**src/rtl/computational_unit_param.sv**
```systemverilog
// Parametrised datapath for the microcontroller core. It holds the operand, result,
// index and output registers, a data-bus mux, an ALU and a sequential shift-add multiplier.
// Define CU_SATURATE_EN to make add/sub signed and saturating, with r_carry reporting overflow.
module computational_unit_param #(
    parameter int DATA_W = 8,
    parameter int CNT_W  = 4
) (
    input  logic                  clk,
    input  logic                  reset,
    input  logic [DATA_W-1:0]     i_pins,
    input  logic [DATA_W-1:0]     dm,
    input  logic [3:0]            ir_nibble,
    input  logic [3:0]            source_sel,
    input  logic [8:0]            reg_en,
    input  logic                  i_sel,
    input  logic                  x_sel,
    input  logic                  y_sel,
    output logic [DATA_W-1:0]     data_bus,
    output logic [DATA_W-1:0]     x0,
    output logic [DATA_W-1:0]     x1,
    output logic [DATA_W-1:0]     y0,
    output logic [DATA_W-1:0]     y1,
    output logic [DATA_W-1:0]     r,
    output logic [DATA_W-1:0]     m,
    output logic [DATA_W-1:0]     i,
    output logic [DATA_W-1:0]     o_reg,
    output logic [2*DATA_W-1:0]   from_CU,
    output logic                  r_eq_0,
    output logic                  r_carry,
    output logic                  busy
);

    typedef enum logic {
        ST_IDLE,
        ST_MUL
    } state_t;

    localparam logic [CNT_W-1:0] LAST_STEP = CNT_W'(DATA_W - 1);

    state_t                state_q, state_d;
    logic [DATA_W-1:0]     x0_q, x0_d, x1_q, x1_d, y0_q, y0_d, y1_q, y1_d;
    logic [DATA_W-1:0]     r_q, r_d, m_q, m_d, i_q, i_d, o_reg_q, o_reg_d;
    logic                  r_eq_0_q, r_eq_0_d, r_carry_q, r_carry_d;
    logic [CNT_W-1:0]      cnt_q, cnt_d;
    logic [2*DATA_W-1:0]   mcand_q, mcand_d, acc_q, acc_d;
    logic [DATA_W-1:0]     mplier_q, mplier_d;
    logic                  hi_sel_q, hi_sel_d;

    logic [DATA_W-1:0]     bus;
    logic [DATA_W-1:0]     pm_data;
    logic [DATA_W-1:0]     i_mux;
    logic [DATA_W-1:0]     x_op, y_op;
    logic [2:0]            alu_f;
    logic                  alu_mod;
    logic                  is_mul;
    logic [DATA_W-1:0]     add_sum, sub_diff;
    logic                  add_cy, sub_bw;
    logic [DATA_W-1:0]     alu_res;
    logic                  alu_cy;
    logic                  alu_sets_cy;
    logic [2*DATA_W-1:0]   partial;
    logic [2*DATA_W-1:0]   acc_next;
    logic [DATA_W-1:0]     mul_half;
    logic                  unused_reg_en7;

    assign unused_reg_en7 = reg_en[7];
    assign pm_data        = DATA_W'(ir_nibble);

    // NOTE: every signal written in an always_comb gets a default first, so no path can infer a latch.
    always_comb begin
        bus = '0;
        case (source_sel)
            4'd0:    bus = x0_q;
            4'd1:    bus = x1_q;
            4'd2:    bus = y0_q;
            4'd3:    bus = y1_q;
            4'd4:    bus = r_q;
            4'd5:    bus = m_q;
            4'd6:    bus = i_q;
            4'd7:    bus = dm;
            4'd8:    bus = pm_data;
            4'd9:    bus = i_pins;
            default: bus = '0;
        endcase
    end

    assign i_mux   = i_sel ? (i_q + m_q) : bus;
    assign x_op    = x_sel ? x1_q : x0_q;
    assign y_op    = y_sel ? y1_q : y0_q;
    assign alu_f   = ir_nibble[2:0];
    assign alu_mod = ir_nibble[3];
    assign is_mul  = (alu_f == 3'b011) || (alu_f == 3'b100);

    assign {add_cy, add_sum}  = {1'b0, x_op} + {1'b0, y_op};
    assign {sub_bw, sub_diff} = {1'b0, x_op} - {1'b0, y_op};

`ifdef CU_SATURATE_EN
    localparam logic [DATA_W-1:0] SAT_MAX = {1'b0, {(DATA_W-1){1'b1}}};
    localparam logic [DATA_W-1:0] SAT_MIN = {1'b1, {(DATA_W-1){1'b0}}};

    logic       add_ovf, sub_ovf;
    logic [1:0] unused_carries;

    assign unused_carries = {add_cy, sub_bw};
    // Signed overflow: the result sign disagrees with x while the operand signs make that impossible.
    assign add_ovf = (x_op[DATA_W-1] == y_op[DATA_W-1]) && (add_sum[DATA_W-1] != x_op[DATA_W-1]);
    assign sub_ovf = (x_op[DATA_W-1] != y_op[DATA_W-1]) && (sub_diff[DATA_W-1] != x_op[DATA_W-1]);
`endif

    always_comb begin
        alu_res     = r_q;
        alu_cy      = r_carry_q;
        alu_sets_cy = 1'b0;
        case (alu_f)
            3'b000: alu_res = alu_mod ? r_q : -x_op;
            3'b001: begin
                alu_sets_cy = 1'b1;
`ifdef CU_SATURATE_EN
                alu_res = sub_ovf ? (x_op[DATA_W-1] ? SAT_MIN : SAT_MAX) : sub_diff;
                alu_cy  = sub_ovf;
`else
                alu_res = sub_diff;
                alu_cy  = sub_bw;
`endif
            end
            3'b010: begin
                alu_sets_cy = 1'b1;
`ifdef CU_SATURATE_EN
                alu_res = add_ovf ? (x_op[DATA_W-1] ? SAT_MIN : SAT_MAX) : add_sum;
                alu_cy  = add_ovf;
`else
                alu_res = add_sum;
                alu_cy  = add_cy;
`endif
            end
            3'b101:  alu_res = x_op ^ y_op;
            3'b110:  alu_res = x_op & y_op;
            3'b111:  alu_res = alu_mod ? r_q : ~x_op;
            default: alu_res = r_q;
        endcase
    end

    // One shift-add step: add the shifted multiplicand when the current multiplier bit is set.
    assign partial  = mplier_q[0] ? mcand_q : '0;
    assign acc_next = acc_q + partial;
    assign mul_half = hi_sel_q ? acc_next[2*DATA_W-1:DATA_W] : acc_next[DATA_W-1:0];

    always_comb begin
        x0_d    = reg_en[0] ? bus : x0_q;
        x1_d    = reg_en[1] ? bus : x1_q;
        y0_d    = reg_en[2] ? bus : y0_q;
        y1_d    = reg_en[3] ? bus : y1_q;
        m_d     = reg_en[5] ? bus : m_q;
        i_d     = reg_en[6] ? i_mux : i_q;
        o_reg_d = reg_en[8] ? bus : o_reg_q;

        state_d   = state_q;
        r_d       = r_q;
        r_eq_0_d  = r_eq_0_q;
        r_carry_d = r_carry_q;
        cnt_d     = cnt_q;
        mcand_d   = mcand_q;
        mplier_d  = mplier_q;
        acc_d     = acc_q;
        hi_sel_d  = hi_sel_q;

        case (state_q)
            ST_IDLE: begin
                if (reg_en[4]) begin
                    if (is_mul) begin
                        state_d  = ST_MUL;
                        mcand_d  = {{DATA_W{1'b0}}, x_op};
                        mplier_d = y_op;
                        acc_d    = '0;
                        cnt_d    = '0;
                        hi_sel_d = (alu_f == 3'b011);
                    end else begin
                        r_d      = alu_res;
                        r_eq_0_d = (alu_res == '0);
                        if (alu_sets_cy) begin
                            r_carry_d = alu_cy;
                        end
                    end
                end
            end
            ST_MUL: begin
                acc_d    = acc_next;
                mcand_d  = mcand_q << 1;
                mplier_d = mplier_q >> 1;
                cnt_d    = cnt_q + 1'b1;
                if (cnt_q == LAST_STEP) begin
                    state_d  = ST_IDLE;
                    r_d      = mul_half;
                    r_eq_0_d = (mul_half == '0);
                end
            end
            default: state_d = ST_IDLE;
        endcase
    end

    // NOTE: sequential state uses non-blocking assignments so every register samples pre-edge values.
    always_ff @(posedge clk or posedge reset) begin
        if (reset) begin
            state_q   <= ST_IDLE;
            x0_q      <= '0;
            x1_q      <= '0;
            y0_q      <= '0;
            y1_q      <= '0;
            r_q       <= '0;
            m_q       <= '0;
            i_q       <= '0;
            o_reg_q   <= '0;
            r_eq_0_q  <= 1'b1;
            r_carry_q <= 1'b0;
            cnt_q     <= '0;
            mcand_q   <= '0;
            mplier_q  <= '0;
            acc_q     <= '0;
            hi_sel_q  <= 1'b0;
        end else begin
            state_q   <= state_d;
            x0_q      <= x0_d;
            x1_q      <= x1_d;
            y0_q      <= y0_d;
            y1_q      <= y1_d;
            r_q       <= r_d;
            m_q       <= m_d;
            i_q       <= i_d;
            o_reg_q   <= o_reg_d;
            r_eq_0_q  <= r_eq_0_d;
            r_carry_q <= r_carry_d;
            cnt_q     <= cnt_d;
            mcand_q   <= mcand_d;
            mplier_q  <= mplier_d;
            acc_q     <= acc_d;
            hi_sel_q  <= hi_sel_d;
        end
    end

    assign data_bus = bus;
    assign x0       = x0_q;
    assign x1       = x1_q;
    assign y0       = y0_q;
    assign y1       = y1_q;
    assign r        = r_q;
    assign m        = m_q;
    assign i        = i_q;
    assign o_reg    = o_reg_q;
    assign from_CU  = {o_reg_q, o_reg_q};
    assign r_eq_0   = r_eq_0_q;
    assign r_carry  = r_carry_q;
    assign busy     = (state_q == ST_MUL);

endmodule

```
**config.mk**
```make
export PLATFORM = sky130hd
export DESIGN_NAME = computational_unit_param
export DESIGN_NICKNAME = d
export VERILOG_FILES = /design/src/rtl/computational_unit_param.sv
export SDC_FILE = /design/constraint.sdc
export NUM_CORES = 1
export LEC_CHECK = 0
export ABC_AREA = 1
export BUFFER_PORTS_ARGS = -buffer_cell sky130_fd_sc_hd__buf_2
export CELL_PAD_IN_SITES_DETAIL_PLACEMENT = 0
export CELL_PAD_IN_SITES_GLOBAL_PLACEMENT = 1
export CORE_MARGIN = 2
export CORE_UTILIZATION = 30
export DETAILED_ROUTE_END_ITERATION = 6
export PLACE_DENSITY = 0.71
export SLEW_MARGIN = 5
export SYNTH_ARGS = -nofsm -noshare
export SYNTH_HDL_FRONTEND = slang
export SYNTH_SLANG_ARGS = --single-unit
export TNS_END_PERCENT = 20
```
**constraint.sdc**
```tcl
create_clock -name clk -period 4.7 [get_ports clk]
set_input_delay 0.705 -clock clk [delete_from_list [all_inputs] [get_ports clk]]
set_output_delay 0.705 -clock clk [all_outputs]
set_load 0.02 [all_outputs]
```
* After elaboration in Yosys (flattened, before gate mapping) *
Index checks and enable logic that the tools add are counted.

storage, ports and cells
  register bits after elaboration = 112
  bits of input ports = 38
  word-level logic and storage cells = 94

cells by class
  $add $sub $neg = 6
  eq/ne operators = 21
  multiplexer cells = 35
  bitwise logic cells = 5
  reduce and logical (&&, ||, !) cells = 11

operators with widths
  kind                                                 number
  two-way mux 8 bit                                    11
  two-way mux 16 bit                                   5
  case mux 8 bit (10 select lines)                     1
  case mux 16 bit (2 select lines)                     2
  case mux 8 bit (6 select lines)                      1
  case mux 8 bit (2 select lines)                      2
  equality test 4 x 3 -> 1 bit, second input constant  5
  adder 16 bit                                         1
  zero test 8 bit                                      2
  equality test 3 bit, second input constant           4
  adder 8 x 8 -> 9 bit                                 1
  subtractor 8 x 8 -> 9 bit                            1
  adder 8 bit                                          1
  bitwise AND 8 bit                                    1
  equality test 4 x 2 -> 1 bit, second input constant  2
  equality test 4 bit, second input constant           2
  two-way mux 4 bit                                    2
  negation 8 bit                                       1
  NOT 8 bit                                            1
  case mux 4 bit (2 select lines)                      1
  XOR 8 bit                                            1
  two-way mux 1 bit                                    7
  equality test 3 x 2 -> 1 bit, second input constant  2
  inequality test 2 bit, second input constant         3
  other kinds (14)                                     18

* Logic depth before layout (Yosys ltp) *
  depth after elaboration = 8
  depth in mapped cells = 22

* Least setup slack after synthesis *
No wires, ideal clock.

  path type = input-to-reg
  from = input x_sel
  to = register r_eq_0_q (netlist: r_eq_0)
  library setup time = 60 ps
  arrival = 2744 ps
  data required time = 4640 ps
  slack = 1896 ps
  cell stages on the path = 16
  path buffers = 1
  path through = buf_6 -> o21ai_0 -> fa_1 -> nand2_1 -> o21ai_0 -> nor2_1 -> nand2_1 -> nor2_1 -> nand3_1 -> nor2_1 -> nand2_1 -> nor2_1 -> nand3_1 -> nand2_1 -> nand2_1 -> nand2_1

between the ends
  cells in the longest elaborated chain, start to end = 8
  elaborated cells on any way between the ends = 14

ends and longest elaborated chain
  item                                                line      RTL
  from (decl)                                         16        input logic x_sel,
  two-way mux 8 bit (*)                               88        assign x_op = x_sel ? x1_q : x0_q;
  negation 8 bit / NOT 8 bit (equally long branches)  115, 138
  two-way mux 8 bit, on equally long branches         115, 138
  case mux 8 bit (6 select lines) (*)                 114       case (alu_f)
  zero test 8 bit (*)                                 179       r_eq_0_d = (alu_res == '0);
  two-way mux 1 bit (*)                               170       if (is_mul) begin
  two-way mux 1 bit (*)                               169       if (reg_en[4]) begin
  case mux 1 bit (2 select lines) (*)                 167       case (state_q)
  to (signal assigned)                                230       r_eq_0_q <= r_eq_0_d;
  to (decl)                                           43        logic r_eq_0_q, r_eq_0_d, r_carry_q, r_carry_d;

Every way passes the cells marked *; elsewhere a longest branch is shown, timed or not. The select of a mux whose other input is x is not followed.
A chain may end at the register's enable or synchronous reset.

* Worst setup path in the final report *
Same ends and word-level chain as after synthesis.

==> results.md <==
- Std cell rows: 60
- Seq cells post-synth: 112
- Initial Utilization: 30.3%
- Setup TNS Final: 0 ps
- IO Count: 129
- Share of cells above drive strength 1: 14.6%
- Largest family of logic cells by synthesized area: simple AND/OR/NAND/NOR gates
- Asr flop ratio synth: 100%
- Die W: 168 um
- P_leak: 4.86 nW
- Kind of critical path: in2reg
- Yosys top cell area share: 34.4%
- Mux contribution to synthesized area: 1.12%
- Final Hold Viols: 0
- Filler Cell Count: 2914
- Max-cap check violation count: 0
- CP startpoint: x_sel
- # resized after CTS: 0
- Post-synth cell types: 49
- Count leader, synth: nand2_1
- Core area: 0.0267 mm^2
- IO Port Bufs: 127
- Setup violators final: 0
- VDD IR-drop max: 0.232 mV
- HPWL Detailed: 21600 um
- Fmax: 305 MHz
- Hold Path Class: in2async
- DRT iter0 DRCs: 524
- Commonest cells in the netlist: 306 x nand2_1, 143 x inv_1, 123 x nor2_1
- Drt total wl: 27700 um
- Worst path arrival time: 3600 ps
- Vias in the first global route: 7611
- Post-synthesis xor/xnor area fraction: 1.63%
- Tot GR Track Use: 19.8%
- Initial antenna violation count: 0
- Synth area leaders: dfrtp_1 34%, nand2_1 14%, inv_1 6.7%, ha_1 6.2%, nor2_1 5.7%
- Simple-Gate Fraction of Synth Area: 28.0%
- Reg2reg start: x0[1]$_DFFE_PP0P_
- Syn Inst Count: 1158
- CTS Hold Bufs: 0
- CTS tree: yes
- Worst slew pin tran: 1180 ps
- Part of the cycle the worst path needs: 69.9%
- Run status: complete, no violations
- Seq/Total Area, Yosys: 34.8%
- Shortest period the worst path allows: 3280 ps
- Die area: 0.0282 mm^2
- RSZ-0062 raised after global routing: no
- Vias/cell: 5.00
- Startpoint types: input pin
- Worst Path Max Fanout: 24
- Final global-route overflow total: 0
- Worst Path Required: 5010 ps
- Routability cong.: 0.898
- First-pass GRT wire length: 43400 um
- Clock Latency Late Sink: 380 ps
- Max-slew violation count: 0
- Largest net degree at the start of global routing: 53
- DRC: 0
- Ys flop type: dfrtp_1
- Cts bufs inserted: 9
- Nets: 1336
- Synth Area in Adders: 7.20%
- Ant diodes: 0
- Clock Tree Buf Depth: 2
- Syn_nets: 1240
- Antenna Nets Post-Route: 0
- Mapped Avg Cell Area: 6.97 um^2
- # clock sinks: 112
- Compound-Gate Fraction of Synth Area: 16.9%
- Vias: 7997
- CTS root buffer: clkbuf_16
- Max-slew headroom: 20.4%
- Critical path endpoint category: flop
- Largest area contributor in the netlist: dfrtp_1
- Average wire per standard cell: 17.3 um
- Post-synthesis cell area: 0.00807 mm^2
- Area Overhead vs Synth: 14.1%
- Post-CTS setup buffers: 0
- PD cells: 556 mW/mm^2
- Ys Warns: 0
- Clock transition at path regs: 90 ps
- H-tree Lvls: 3
- Die Height: 168 um
- Drt pass-1 iters: 7
- Top Registers: acc_q x16, mcand_q x16
- Post-synth EDFFs: 0
- Total power: 5.12 mW
- Layout Skew: 18.6 ps
-- report_power, final --
group,switching (mW),total (mW),internal (mW)
combinational,1.81,2.75,0.938
sequential,0.307,1.59,1.28
clock,0.413,0.784,0.371
-- per-layer routing --
layer	part of all wire, %	up-vias	global-route usage [%]
met5	0	-	0
met3	5.8	23	3.53
li1	-	3980	-
met4	1.6	0	4.84
met1	46	3742	27.1
met2	46	252	32.4
-- metrics by stage --
stage               cell area, um^2  utilization (%)  cells  hold WS [ps]  setup WS (ps)
global route                   9210             34.5   1600           477           1010
CTS                            9210             34.5   1600           463           1390
finish                         9210             34.5   1600           410           1420
floorplan                      8070                -   1158           453           1040
global placement               8920             33.5   1584           455           1050
detailed placement             8920             33.5   1584           462           1020
-- worst paths after layout --
path,cells after the start,to,slack [ps]
setup / recovery,18,r_eq_0$_DFFE_PP1P_,1420
hold / removal,2,i[4]$_DFFE_PP0P_,410
setup reg to reg,18,r_eq_0$_DFFE_PP1P_,1560
hold reg to reg,2,r_eq_0$_DFFE_PP1P_,480
max in group asynchronous,3,x1[7]$_DFFE_PP0P_,3330
min in group clk,2,r_eq_0$_DFFE_PP1P_,480
-- critical path: stages --
cell and delay [ps]:
buf_2 230, o21ai_0 970, ha_1 420, inv_1 90, nand3_1 90, nand2_1 120
nand2_1 80, nand2_1 70, nand2_1 40, nand3_1 60, nand3_1 70, nor2_1 180
nand2_1 90, nor2_1 130, nand3_1 80, nand2_1 60, nand2_1 50, nand2_1 60
-- cell type report --
class                      count  area, um^2  share of cell area (%)
clock buffer                  10         229                    2.49
clock inverter                 6        51.3                   0.557
inverter                     148         559                    6.08
multi-input combinational    846        4420                    48.1
sequential                   112        2800                    30.5
tap                          341         427                    4.64
timing repair buffer         137         711                    7.72
-- cell usage in the layout (no fill, tap or decap), drive strengths merged, types with 12 or more instances in the layout --
cell type / instances
a21oi: 71
a31oi: 16
o21ai: 91
o22ai: 16
buf: 137
nand2: 310
ha: 40
nor2: 126
dfrtp: 111
nand3: 78
inv: 151
nand4: 12
-- cells by family after synthesis --
group / count (synthesis)
xor gates and xnor gates: 15
buffers and inverters: 200
DFF: 112
AOI/OAI and AO/OA: 235
muxes: 8
adders and majority gates: 44
and+or+nand+nor: 544
(Power assumes the default switching activity.)
